## config.mk

```make
export PLATFORM = sky130hd
export DESIGN_NAME = pck_socket_fifo
export DESIGN_NICKNAME = d
export VERILOG_FILES = /design/src/rtl/pck_pkg.sv /design/src/rtl/pck_fifo_ram.sv /design/src/rtl/pck_socket_fifo.sv
export SDC_FILE = /design/constraint.sdc
export NUM_CORES = 1
export LEC_CHECK = 0
export BUFFER_PORTS_ARGS = -buffer_cell sky130_fd_sc_hd__clkbuf_2
export CORE_AREA = 2 2 109 111
export CTS_CLUSTER_SIZE = 25
export DETAILED_ROUTE_END_ITERATION = 10
export DIE_AREA = 0 0 111 113
export GPL_ROUTABILITY_DRIVEN = 0
export GPL_TIMING_DRIVEN = 0
export PLACE_DENSITY = 0.81
export SLEW_MARGIN = 10
export SYNTH_ARGS = -nofsm -noshare
export SYNTH_HDL_FRONTEND = slang
export SYNTH_SLANG_ARGS = --single-unit
```

## constraint.sdc

```tcl
create_clock -name clk -period 2.9 [get_ports clk]
set_clock_uncertainty 0.15 [all_clocks]
set_input_delay 0 -clock clk [delete_from_list [all_inputs] [get_ports clk]]
set_output_delay 0 -clock clk [all_outputs]
set_load 0.05 [all_outputs]
```

## src/rtl/pck_pkg.sv

```systemverilog
// Shared types and helpers for the pck socket FIFO.
package pck_pkg;

   typedef struct packed {
      int unsigned data_width;
      int unsigned depth;
      int unsigned afull_thr;
   } fifo_cfg_t;

   // Occupancy needs one bit more than the pointers so that "full" is representable.
   function automatic int unsigned cnt_width(int unsigned depth);
      return $clog2(depth) + 1;
   endfunction

endpackage

```

## src/rtl/pck_fifo_ram.sv

```systemverilog
// Simple dual-port storage array with one write port and a registered read port.
module pck_fifo_ram #(
   parameter int unsigned DATA_WIDTH = 8,
   parameter int unsigned DEPTH      = 16
) (
   input  logic                       clk,
   input  logic                       rst,
   input  logic                       we,
   input  logic [$clog2(DEPTH)-1:0]   waddr,
   input  logic [DATA_WIDTH-1:0]      wdata,
   input  logic                       re,
   input  logic [$clog2(DEPTH)-1:0]   raddr,
   output logic [DATA_WIDTH-1:0]      rdata
);

   logic [DATA_WIDTH-1:0] mem [DEPTH];

   // Array itself is never reset; only the read register is.
   always_ff @(posedge clk) begin
      if (we) begin
         mem[waddr] <= wdata;
      end
   end

   always_ff @(posedge clk) begin
      if (rst) begin
         rdata <= '0;
      end else if (re) begin
         rdata <= mem[raddr];
      end
   end

endmodule

```

## src/rtl/pck_socket_fifo.sv

```systemverilog
// Synchronous FIFO with one-cycle read latency, full/almost-full/empty flags and occupancy.
// Optional sticky overflow/underflow flags are built when PCK_FIFO_ERR_EN is defined.
module pck_socket_fifo
   import pck_pkg::*;
#(
   parameter int unsigned DATA_WIDTH = 8,
   parameter int unsigned DEPTH      = 16,
   parameter int unsigned AFULL_THR  = DEPTH - 2
) (
   input  logic                         clk,
   input  logic                         rst,
   input  logic [DATA_WIDTH-1:0]        s_data,
   input  logic                         s_dv,
   output logic                         s_full,
   output logic                         s_afull,
   input  logic                         m_rd_en,
   output logic [DATA_WIDTH-1:0]        m_data,
   output logic                         m_dv,
   output logic                         m_empty,
   output logic [cnt_width(DEPTH)-1:0]  count,
   output logic                         err_ovf,
   output logic                         err_udf
);

   localparam fifo_cfg_t Cfg = '{data_width: DATA_WIDTH, depth: DEPTH, afull_thr: AFULL_THR};
   localparam int unsigned AW = $clog2(Cfg.depth);
   localparam int unsigned CW = cnt_width(Cfg.depth);

   logic [AW-1:0] wptr_q, wptr_d;
   logic [AW-1:0] rptr_q, rptr_d;
   logic [CW-1:0] count_q, count_d;
   logic          m_dv_q;
   logic          wr_acc, rd_acc;

   // Flags decode from registered occupancy only.
   assign s_full  = (count_q == CW'(Cfg.depth));
   assign s_afull = (count_q >= CW'(Cfg.afull_thr));
   assign m_empty = (count_q == '0);
   assign count   = count_q;
   assign m_dv    = m_dv_q;

   assign wr_acc = s_dv & ~s_full;
   assign rd_acc = m_rd_en & ~m_empty;

   always_comb begin
      wptr_d  = wptr_q;
      rptr_d  = rptr_q;
      count_d = count_q;
      if (wr_acc) begin
         wptr_d = wptr_q + AW'(1);
      end
      if (rd_acc) begin
         rptr_d = rptr_q + AW'(1);
      end
      unique case ({wr_acc, rd_acc})
         2'b10:   count_d = count_q + CW'(1);
         2'b01:   count_d = count_q - CW'(1);
         default: count_d = count_q;
      endcase
   end

   always_ff @(posedge clk) begin
      if (rst) begin
         wptr_q  <= '0;
         rptr_q  <= '0;
         count_q <= '0;
         m_dv_q  <= 1'b0;
      end else begin
         wptr_q  <= wptr_d;
         rptr_q  <= rptr_d;
         count_q <= count_d;
         m_dv_q  <= rd_acc;
      end
   end

   // Read/write addresses never collide: a simultaneous pair implies 0 < count < DEPTH.
   pck_fifo_ram #(
      .DATA_WIDTH (Cfg.data_width),
      .DEPTH      (Cfg.depth)
   ) u_ram (
      .clk   (clk),
      .rst   (rst),
      .we    (wr_acc & ~rst),
      .waddr (wptr_q),
      .wdata (s_data),
      .re    (rd_acc & ~rst),
      .raddr (rptr_q),
      .rdata (m_data)
   );

`ifdef PCK_FIFO_ERR_EN
   logic err_ovf_q, err_udf_q;

   always_ff @(posedge clk) begin
      if (rst) begin
         err_ovf_q <= 1'b0;
         err_udf_q <= 1'b0;
      end else begin
         if (s_dv && s_full) begin
            err_ovf_q <= 1'b1;
         end
         if (m_rd_en && m_empty) begin
            err_udf_q <= 1'b1;
         end
      end
   end

   assign err_ovf = err_ovf_q;
   assign err_udf = err_udf_q;
`else
   assign err_ovf = 1'b0;
   assign err_udf = 1'b0;
`endif

endmodule

```

**Yosys cells after proc, flatten, opt, wreduce, memory -nomap -nowiden**

Memory sizes are Yosys's and may differ from the RTL's. A register that Yosys moved wholly into a read port is not among the register bits.
Cells that the tools add are included.
W data, S select, Z words.

- Word-level logic and storage cells: 25
- Memories kept: 1
- Register bits: 14
- Output and inout port bits: 19
- RAM bits: 128

- Eq/ne operators: 3
- Reductions and logical operators: 2
- Magnitude comparators: 1
- Add/sub/neg operators: 4
- Muxes and demuxes: 3
- Bitwise logic cells: 7

Memories:

| name | depth | bits a word | rd ports | clocked after Yosys merged registers in | wr ports | RTL line | RTL |
|---|---|---|---|---|---|---|---|
| u_ram.mem | 16 | 8 | 1 | 1 | 1 | pck_fifo_ram.sv:16 | `logic [DATA_WIDTH-1:0] mem [DEPTH];` |

Operators with widths:

| cell | count |
|---|---|
| $pmux W5 S2 | 1 |
| $add A4 B1 Y4 const B | 2 |
| $add A5 B1 Y5 const B | 1 |
| $eq A5 B5 Y1 const B | 1 |
| $ge A5 B4 Y1 const B | 1 |
| $logic_not A5 Y1 | 1 |
| $sub A5 B1 Y5 const B | 1 |
| $and A1 B1 Y1 | 4 |
| $not A1 Y1 | 3 |
| $eq A2 B1 Y1 const B | 1 |
| $eq A2 B2 Y1 const B | 1 |
| $mux W1 | 2 |
| $reduce_bool A2 Y1 | 1 |

**Logic depth before layout (Yosys ltp)**

- Depth after elaboration: 6
- Gate-level depth with buffers: 9
- Mapped depth without buffers: 9

**Hierarchy**

From an unflattened synthesis, not the netlist that was laid out.

- Cells, all modules: 408
- Area, all modules: 6154.7 µm²

By module, submodules not included:

| module | cells each | times used | sequential area each (µm²) | area an instance (µm²) |
|---|---|---|---|---|
| pck_fifo_ram | 316 | 1 | 4003.8 | 5343.9 |
| pck_socket_fifo | 92 | 1 | 280.3 | 810.8 |

**Worst setup path before layout**

Ideal clock, no wire load.

- Path kind: reg-to-reg
- Start point: register count_q[0] (netlist: count[0])
- End point: register count_q[4] (netlist: count[4])
- Path buffers: 0
- Setup time: 121 ps
- Setup slack: -258 ps
- Cell stages (with the launch flop): 10
- Data required time: 2629 ps
- Arrival time: 2887 ps
- Clock period less this slack: 3158 ps
- Cell sequence: dfxtp_1 nor4_1 a21boi_1 inv_1 ha_1 fa_1 a21o_1 a21oi_1 mux2i_1 mux2_2

- Cells in the longest elaborated chain, start to end: 5

RTL lines:

| item | RTL line | RTL |
|---|---|---|
| from (decl) | pck_socket_fifo.sv:31 | `logic [CW-1:0] count_q, count_d;` |
| from (signal assigned) | pck_socket_fifo.sv:71 | `count_q <= count_d;` |
| $eq A5 B5 Y1 or $logic_not A5 Y1 (tied branches) | pck_socket_fifo.sv:36, pck_socket_fifo.sv:38 |  |
| $not A1 Y1 (on tied branches) | pck_socket_fifo.sv:42, pck_socket_fifo.sv:43 |  |
| $and A1 B1 Y1 (on tied branches) | pck_socket_fifo.sv:42, pck_socket_fifo.sv:43 |  |
| $eq A2 B1 Y1 or $eq A2 B2 Y1 (tied branches) | pck_socket_fifo.sv:55 | `unique case ({wr_acc, rd_acc})` |
| $pmux W5 S2 or $reduce_bool A2 Y1 (tied branches) | n/a |  |

Parallel ways exist; a longest one is shown, timed or not.
A chain may end at the register's enable or synchronous reset.

**Final worst setup path**

- Start point: register count_q[3] (netlist: count[3])
- End point: register count_q[4] (netlist: count[4])

- Cells in the longest elaborated chain, start to end: 5

RTL lines:

| item | RTL line | RTL |
|---|---|---|
| $logic_not A5 Y1 * | pck_socket_fifo.sv:38 | `assign m_empty = (count_q == '0);` |
| $not A1 Y1 * | pck_socket_fifo.sv:43 | `assign rd_acc = m_rd_en & ~m_empty;` |
| $and A1 B1 Y1 * | pck_socket_fifo.sv:43 |  |
| net rd_acc | pck_socket_fifo.sv:33 | `logic wr_acc, rd_acc;` |
| $eq A2 B1 Y1 or $eq A2 B2 Y1 (tied branches) | pck_socket_fifo.sv:55 |  |
| $pmux W5 S2 or $reduce_bool A2 Y1 (tied branches) | n/a |  |

The timed path passes the listed nets; every way through them passes the cells marked *.

==> results.sh <==
export IMPL_cp_max_fo=6
export IMPL_avgSynthCellArea_um2=15.5
export IMPL_die_area_mm2=0.0125
export IMPL_initial_core_util=0.540
export IMPL_arrival_ns=2.91
export IMPL_path_clk_slew_ns=0.06
export IMPL_clk_path_buf_depth=2
export IMPL_io_buffers=27
export IMPL_fp_row_count=39
export IMPL_synthArstFlopShare=0
export IMPL_grt_start_max_net_pins=17
export IMPL_finalWirelength_um=12300
export IMPL_tightest_slew_ns=0.832
export IMPL_ant_nets=0
export IMPL_drive_above_1_share=0.200
export IMPL_htree_levels=4
export IMPL_max_slew_margin=0.443
export IMPL_die_x_um=111
export IMPL_worstPathRequired_ns=3.06
export IMPL_synth_cell_types=37
export IMPL_tns_ns=0
export IMPL_leakage_nw=2.40
export IMPL_core_mm2=0.0113
export IMPL_regArea_mm2=0.00429
export IMPL_setup_violations=0
export IMPL_synth_area_leaders="edfxtp_1 (63%), mux2i_1 (11%), dfxtp_1 (7.2%), o22ai_1 (3.3%), nor2_1 (2.6%)"
export IMPL_ir_worst_vdd_uv=512
export IMPL_fin_crit_ns=2.76
export IMPL_worst_setup_path_start_kind="flop"
export IMPL_dp_hpwl_um=8070
export IMPL_drtIter0Drc=324
export IMPL_grt_pass1_vias=3457
export IMPL_finalNonFillerCells=607
export IMPL_n_fill_cell=780
export IMPL_diodes=0
export IMPL_synthesis_area_mm2=0.00608
export IMPL_end_kind="flop"
export IMPL_yosysMostFrequentCell="edfxtp_1"
export IMPL_dr_pass1_iters=5
export IMPL_cts_root_buf="clkbuf_16"
export IMPL_antenna_found_initial=0
export IMPL_cap_viol_max_count=0
export IMPL_cts_tree="built"
export IMPL_cts_buffers_inserted=17
export IMPL_holdCritPathClass="in -> reg"
export IMPL_path_class="reg -> reg"
export IMPL_synth_edf_count=128
export IMPL_multi_input_area_mm2=0.00166
export IMPL_yosys_top_cells_count="edfxtp_1 (128), mux2i_1 (68), nor2_1 (42)"
export IMPL_wl_per_cell_um=20.3
export IMPL_grt_pass1_wl_um=19000
export IMPL_area_delta_synth_final_pct=17.6
export IMPL_grt_total_usage=0.207
export IMPL_viasPerCell=5.72
export IMPL_ys_seq_area_frac=0.704
export IMPL_drc=0
export IMPL_clk_latency_ns=0.42
export IMPL_synth_top_area_frac=0.632
export IMPL_outcome="completed"
export IMPL_dp_cells=564
export IMPL_io_pins=31
export IMPL_overflow=0
export IMPL_synth_seq_cells=150
export IMPL_layout_worst_path_cycle_share=0.951
export IMPL_cts_sinks=150
export IMPL_p_per_area_mw_per_mm2=885
export IMPL_finalNetCount=474
export IMPL_rsz0062_at_grt="no"
export IMPL_syn_inst=393
export IMPL_die_height_um=113
export IMPL_yosysWarnings=0
export IMPL_hold_violations=0
export IMPL_ys_flop_type="edfxtp_1"
export IMPL_slew_violations=0
export IMPL_max_freq_ghz=0.363
export IMPL_vias=3475
export IMPL_yosys_area_top_type="edfxtp_1"
per-stage QoR:
stage / hold slack, ns / setup WS [ns] / power, mW / utilization / cell area, um2
3_5_place_dp: 0.0883 / -0.172 / 4.10 / 0.570 / 6430
4_1_cts: 0.214 / 0.0685 / 6.33 / 0.634 / 7150
6_report: 0.212 / 0.143 / 6.34 / 0.635 / 7150
2_1_floorplan: -0.0511 / 0.0160 / 3.71 / - / 6110
5_1_grt: 0.232 / 0.0112 / 6.55 / 0.635 / 7150
3_3_place_gp: 0.0852 / -0.118 / 4.05 / 0.570 / 6430
sequential cells by signal (all words and copies together), names as in the netlist:
register,flops
u_ram.mem,128
u_ram.rdata,8
count,5
wptr_q,4
rptr_q,4
m_dv,1
path summary, 6_finish.rpt:
path	from	endpoint	slack (ns)	cells past startpoint
min reg2reg	u_ram.rdata[0]	u_ram.rdata[0]	0.35	2
max reg2reg	count[3]	count[4]	0.14	9
min	rst	m_dv	0.21	3
max	count[3]	count[4]	0.14	9
routing by layer:
metal	global-route usage	routed length [um]
met1	0.259	4930
met2	0.348	6310
met3	0.0482	765
met5	0	0
met4	0.0933	323
report_power, final:
group | internal (mW) | switching [mW]
clock network | 1.35 | 0.873
registers | 2.48 | 0.120
logic | 0.466 | 1.04
total | 4.30 | 2.03
placed cells by master, fill, tap and decap left out, types with 5 or more instances in the layout:
cell type and count:
o22ai_1 32, dfxtp_1 17, mux2i_1 68, a211oi_1 8, ha_1 8, clkbuf_16 17
buf_4 7, buf_2 8, nand2_1 5, dlygate4sd3_1 11, nand3b_1 5, dfxtp_2 5
nor4_1 8, edfxtp_1 128, xor2_1 6, nor2_1 42, clkbuf_2 29
cell type report:
class / count / share of cell area
clock buffer: 17 / 0.0595
inverter: 4 / 0.00210
clock inverter: 14 / 0.0241
sequential: 150 / 0.600
multi-input combinational: 216 / 0.232
tap: 143 / 0.0250
buffer: 24 / 0.0226
timing repair buffer: 39 / 0.0353
worst max-delay path, cell delays in order (launching register included):
cell	delay, ns
dfxtp_2	0.36
nor4_4	0.35
a21boi_2	0.10
clkbuf_4	0.15
ha_2	0.21
fa_1	0.40
a21o_1	0.21
a21oi_2	0.15
mux2i_1	0.21
mux2_2	0.34
what timing repair did:
action | CTS | global route
hold endpoints to repair | 142 | 0
endpoints found under the setup margin | 1 | 1
gates resized for setup | 2 | 3
pin swaps | 0 | 1
hold buffers | 11 | 0
setup buffers | 1 | 0
cell families after synthesis:
kind of cell	Yosys count	share of synthesized area
AOI/OAI and AO/OA	52	0.0588
and+or+nand+nor	74	0.0592
xor gates and xnor gates	9	0.0130
muxes	69	0.114
adders and majority gates	10	0.0218
DFF	150	0.704
other	1	0.000617
buffers and inverters	28	0.0284
(Power assumes the default switching activity.)
